File: src/rtl/ram_arbiter.sv
// ---------------------------------------------------------------------------
// ram_arbiter
//
// Purpose:
//   Two-requester round-robin arbiter that serialises accesses onto a single
//   synchronous-read RAM port. A write takes one RAM cycle (WR). A read takes
//   two RAM cycles (RD1, RD2) with the data captured at the end of RD2. Every
//   access finishes with a one-cycle acknowledge (RESP).
//
// Ports:
//   clk_i        - single clock, all state changes on rising edge
//   rst_n_i      - asynchronous active-low reset
//   req_i[1:0]   - per-requester access request (bit n = requester n)
//   we_i[1:0]    - per-requester access type, 1 = write, 0 = read
//   addr0_i      - requester 0 word address
//   addr1_i      - requester 1 word address
//   wdata0_i     - requester 0 write data
//   wdata1_i     - requester 1 write data
//   gnt_o[1:0]   - one-hot grant, held for the whole serviced access
//   ack_o[1:0]   - one-cycle completion pulse to the granted requester
//   rdata_o      - shared read-return data, valid with ack_o on reads
//   ram_wr_en_o  - RAM write enable
//   ram_rd_en_o  - RAM read enable
//   ram_addr_o   - RAM word address
//   ram_wdata_o  - RAM write word (gated onto the bus by the top level)
//   ram_rdata_i  - RAM data bus as seen by the arbiter
// ---------------------------------------------------------------------------
module ram_arbiter #(
  parameter int ADDR_W = 8,
  parameter int DATA_W = 32
) (
  input  logic              clk_i,
  input  logic              rst_n_i,
  input  logic [1:0]        req_i,
  input  logic [1:0]        we_i,
  input  logic [ADDR_W-1:0] addr0_i,
  input  logic [ADDR_W-1:0] addr1_i,
  input  logic [DATA_W-1:0] wdata0_i,
  input  logic [DATA_W-1:0] wdata1_i,
  output logic [1:0]        gnt_o,
  output logic [1:0]        ack_o,
  output logic [DATA_W-1:0] rdata_o,
  output logic              ram_wr_en_o,
  output logic              ram_rd_en_o,
  output logic [ADDR_W-1:0] ram_addr_o,
  output logic [DATA_W-1:0] ram_wdata_o,
  input  logic [DATA_W-1:0] ram_rdata_i
);

  typedef enum logic [2:0] {
    IDLE = 3'd0,
    WR   = 3'd1,
    RD1  = 3'd2,
    RD2  = 3'd3,
    RESP = 3'd4
  } state_t;

  state_t              state_q;
  state_t              state_d;
  logic                ptr_q;
  logic                winner_q;
  logic [ADDR_W-1:0]   addr_q;
  logic [DATA_W-1:0]   wdata_q;
  logic [DATA_W-1:0]   rdata_q;

  logic                pick;
  logic                pick_we;
  logic [ADDR_W-1:0]   pick_addr;
  logic [DATA_W-1:0]   pick_wdata;
  logic                start;

  // Winner selection. With both requesting, the pointer decides; a lone
  // requester wins regardless of the pointer (req_i[1] alone selects 1,
  // req_i[0] alone selects 0).
  always_comb begin
    pick       = 1'b0;
    pick_we    = 1'b0;
    pick_addr  = '0;
    pick_wdata = '0;
    if (req_i == 2'b11) begin
      pick = ptr_q;
    end else begin
      pick = req_i[1];
    end
    if (pick) begin
      pick_we    = we_i[1];
      pick_addr  = addr1_i;
      pick_wdata = wdata1_i;
    end else begin
      pick_we    = we_i[0];
      pick_addr  = addr0_i;
      pick_wdata = wdata0_i;
    end
  end

  assign start = (state_q == IDLE) && (req_i != 2'b00);

  // Next-state logic. RESP always returns to IDLE, so a request that is
  // still high after its ack is sampled again as a fresh request.
  always_comb begin
    state_d = state_q;
    unique case (state_q)
      IDLE: begin
        if (start) begin
          state_d = pick_we ? WR : RD1;
        end
      end
      WR:      state_d = RESP;
      RD1:     state_d = RD2;
      RD2:     state_d = RESP;
      RESP:    state_d = IDLE;
      default: state_d = IDLE;
    endcase
  end

  // State register, priority pointer and the access latches. The latches
  // are loaded only at the IDLE sampling edge, so requester inputs are
  // don't-care for the rest of the access.
  always_ff @(posedge clk_i or negedge rst_n_i) begin
    if (!rst_n_i) begin
      state_q  <= IDLE;
      ptr_q    <= 1'b0;
      winner_q <= 1'b0;
      addr_q   <= '0;
      wdata_q  <= '0;
      rdata_q  <= '0;
    end else begin
      state_q <= state_d;
      if (start) begin
        winner_q <= pick;
        addr_q   <= pick_addr;
        wdata_q  <= pick_wdata;
      end
      // Pointer moves to the other requester as the access enters RESP.
      if ((state_d == RESP) && (state_q != RESP)) begin
        ptr_q <= ~winner_q;
      end
      // Read data is captured only at the closing edge of RD2.
      if (state_q == RD2) begin
        rdata_q <= ram_rdata_i;
      end
    end
  end

  // Outputs are decoded from the state register and the latched winner,
  // so they are glitch-free with respect to the requester inputs.
  always_comb begin
    gnt_o       = 2'b00;
    ack_o       = 2'b00;
    ram_wr_en_o = 1'b0;
    ram_rd_en_o = 1'b0;
    unique case (state_q)
      IDLE: begin
        gnt_o = 2'b00;
      end
      WR: begin
        gnt_o       = winner_q ? 2'b10 : 2'b01;
        ram_wr_en_o = 1'b1;
      end
      RD1, RD2: begin
        gnt_o       = winner_q ? 2'b10 : 2'b01;
        ram_rd_en_o = 1'b1;
      end
      RESP: begin
        gnt_o = winner_q ? 2'b10 : 2'b01;
        ack_o = winner_q ? 2'b10 : 2'b01;
      end
      default: begin
        gnt_o = 2'b00;
      end
    endcase
  end

  assign ram_addr_o  = addr_q;
  assign ram_wdata_o = wdata_q;
  assign rdata_o     = rdata_q;

endmodule
File: config.mk
export PLATFORM = sky130hd
export DESIGN_NAME = ram_arbiter
export DESIGN_NICKNAME = d
export VERILOG_FILES = /design/src/rtl/ram_arbiter.sv
export SDC_FILE = /design/constraint.sdc
export NUM_CORES = 1
export LEC_CHECK = 0
export BUFFER_PORTS_ARGS = -buffer_cell sky130_fd_sc_hd__buf_2
export CAP_MARGIN = 0
export CORE_ASPECT_RATIO = 0.75
export CORE_MARGIN = 2
export CORE_UTILIZATION = 44
export DETAILED_ROUTE_END_ITERATION = 6
export GPL_TIMING_DRIVEN = 0
export PLACE_DENSITY = 0.85
export SKIP_LAST_GASP = 1
export SLEW_MARGIN = 25
export SYNTH_ARGS = -nofsm -noshare
export SYNTH_HDL_FRONTEND = slang
export SYNTH_SLANG_ARGS = --single-unit
File: constraint.sdc
create_clock -name clk_i -period 2.1 [get_ports clk_i]
set_clock_uncertainty 0.15 [all_clocks]
set_input_delay 0.42 -clock clk_i [delete_from_list [all_inputs] [get_ports clk_i]]
set_output_delay 0.42 -clock clk_i [all_outputs]
set_load 0.03 [all_outputs]
==> impl_metrics.toml <==
[route]
routed_wl_um = 8640
drt_iter0_markers = 73
drt_pass1_iterations = 4
detail-route-antenna-nets = 0
routed_via_density = 4.796
drc = 0
vias = 2791
wl_per_cell_um = 14.85

[critical_path]
crit_arrival_ps = 1430
crit_path_start = "state_q[0]$_DFF_PN0_"
r2r_end = "ram_wdata_o[15]$_DFFE_PN0N_"
cp_slowest_cell = "dfrtp_1"
cp_num_cells = 4
start_kind = "flop"
crit_buf_inv = 1
crit_end = "gnt_o[1]"
r2r_cells = 5
reg2reg_from = "state_q[2]$_DFF_PN0_"
required_ps = 1530
crit_chain = "nor2_2 -> xor2_1 -> nor2_1 -> buf_2"
path_delay_family = "flip-flops"
worstPathMaxFanout = 6
reg2reg_slack_ps = 380
slowest_delay_ps = 460
endpoint_kind = "primary output"
path_class = "flop to primary output"

[sta]
finalSetupViolations = 0
slew_headroom_pct = 58.95
fin_crit_ps = 1999
hold-worst-slack_ps = 148.9
hold_viol_final = 0
fmax_ghz = 0.5003
rsz0062_at_grt = "false"
tightest_slew_ps = 611.6
tns_ps = 0
slew_viol_final = 0
finalWorstSetupSlack_ps = 101.2
post-route-period-util_pct = 95.18

[cts]
clock_sinks = 77
root_buffer = "clkbuf_8"
insertion_delay_ps = 340
path_clk_slew_ps = 80
cts_buffers = 9
htreeDepth = 3
cts_tree = "yes"
cts_buffer_depth = 2

[place]
placed_area_um2 = 4534
gp_congestion = 0.6989
place_ws_ps = 254.9
placed_cells = 566
port_buffers = 195
place_hpwl_um = 6770

[synthesis]
yosysMostFrequentCell = "dfrtp_1"
syn_area_per_cell_um2 = 12.65
synthesis.instances = 269
synth_cell_types = 22
ys_seq_area_share_pct = 56.64
synth_edf_count = 0
async_flop_share_pct = 100.0
syn_nets = 387
yosys_warnings = 0
synth_flop_cell = "dfrtp_1"
yosys.area.top_type = "dfrtp_1"
synth_top_area_share_pct = 56.64
synth-seq-cells = 77
synth_commonest_cells = "77 x dfrtp_1, 43 x o21ai_1, 41 x mux2i_1, 41 x nand2_1, 30 x mux2_4"
yosys-top-cells-area = "dfrtp_1 57%, mux2_4 13%, mux2i_1 12%"
syn_area_um2 = 3402

[cells_and_area]
n_antenna_cell = 0
layoutNonFillerInstCount = 582
area_growth_pct = 39.39
layout-drive-gt1-share_pct = 54.47
postLayoutCellArea_um2 = 4742
fin_util_pct = 63.80
layout.nets = 595

[power_and_ir_drop]
p_total_mw = 8.078
power_density_nw_per_um2 = 1703
ir_worst_vdd_mv = 0.7689
p_leak_nw = 2.709

[floorplanning]
core-area_um2 = 7432
start_util_pct = 45.77
dieWidth_um = 105.5
io_pins = 196
die_height_um = 80.15
die-area_um2 = 8459
row_count = 27

[status]
status = "finished, final reports clean"

[grt]
antenna_found_initial = 0
first_global_vias = 2826
grt-ovfl-total = 0
grt_max_degree = 56
grt_first_pass_wirelength_um = 13470
grt_util_all_layers_pct = 20.71

[min_path]
min_path_type = "input pin to flop"
min-delay-start = "ram_rdata_i[0]"

[flow_run]
cap_violations = 0
-- worst min path at each step --
stage | to | slack, ps | cells past startpoint
3_3_place_gp | ram_wdata_o[27]$_DFFE_PN0N_ | 320 | 2
5_1_grt | rdata_o[31]$_DFFE_PN0P_ | 140 | 2
2_1_floorplan | ptr_q$_DFFE_PN0P_ | -30 | 0
4_1_cts | rdata_o[0]$_DFFE_PN0P_ | 130 | 2
6_report | rdata_o[0]$_DFFE_PN0P_ | 150 | 2
3_5_place_dp | ram_wdata_o[16]$_DFFE_PN0N_ | 190 | 1
-- layer usage --
metal  vias up  GRT usage [%]  part of all wire [%]
met5         -              0                     0
met4         0          6.316                   1.8
met3        13          6.656                   7.4
met2       123          37.68                    51
met1      1306          23.42                    40
li1       1349              -                     -
-- sequential cells by signal, summed over array words and instances (netlist names) --
signal / flops
ptr_q: 1
ram_addr_o: 8
ram_wdata_o: 32
rdata_o: 32
state_q: 3
winner_q: 1
-- report_power, final --
part	internal (mW)	switching, mW
Clock	0.579	0.515
Sequential	2.23	0.418
Combinational	1.55	2.78
Total	4.36	3.71
-- layout by cell type (no fill, tap or decap), drive strengths merged --
master and count:
and3 2, buf 211, bufinv 1, clkbuf 10, clkinv 2, dfrtp 77, dlygate4sd3 1, inv 6
mux2 32, mux2i 41, nand2 42, nand2b 2, nor2 4, nor3 1, o211ai 1, o21a 1
o21ai 44, o22ai 1, o2bb2ai 1, xor2 1
-- timing repair --
action | 4_1_cts | 5_1_grt
resized for setup | 0 | 1
hold endpoints to repair | 22 | 0
hold buffers | 1 | 0
buffers inserted | 0 | 0
endpoints found under the setup margin | 0 | 2
-- kinds of logic (layout without fill, tap and decap cells) --
logic type | Yosys count | after routing | synth area share [%]
compound gates | 48 | 48 | 7.466
xor+xnor | 1 | 1 | 0.2575
buf+inv | 19 | 231 | 3.494
flops | 77 | 77 | 56.64
mux | 73 | 73 | 25.97
simple gates | 51 | 51 | 6.179
-- final cells by class --
class / instances / area [um^2]
multi-input combinational: 173 / 1359
clock buffer: 10 / 137.6
clock inverter: 5 / 57.56
timing repair buffer: 197 / 1016
tap: 101 / 126.4
fill: 629 / 2690
buffer: 15 / 103.9
inverter: 4 / 15.01
sequential: 77 / 1927
(Power assumes the default switching activity.)
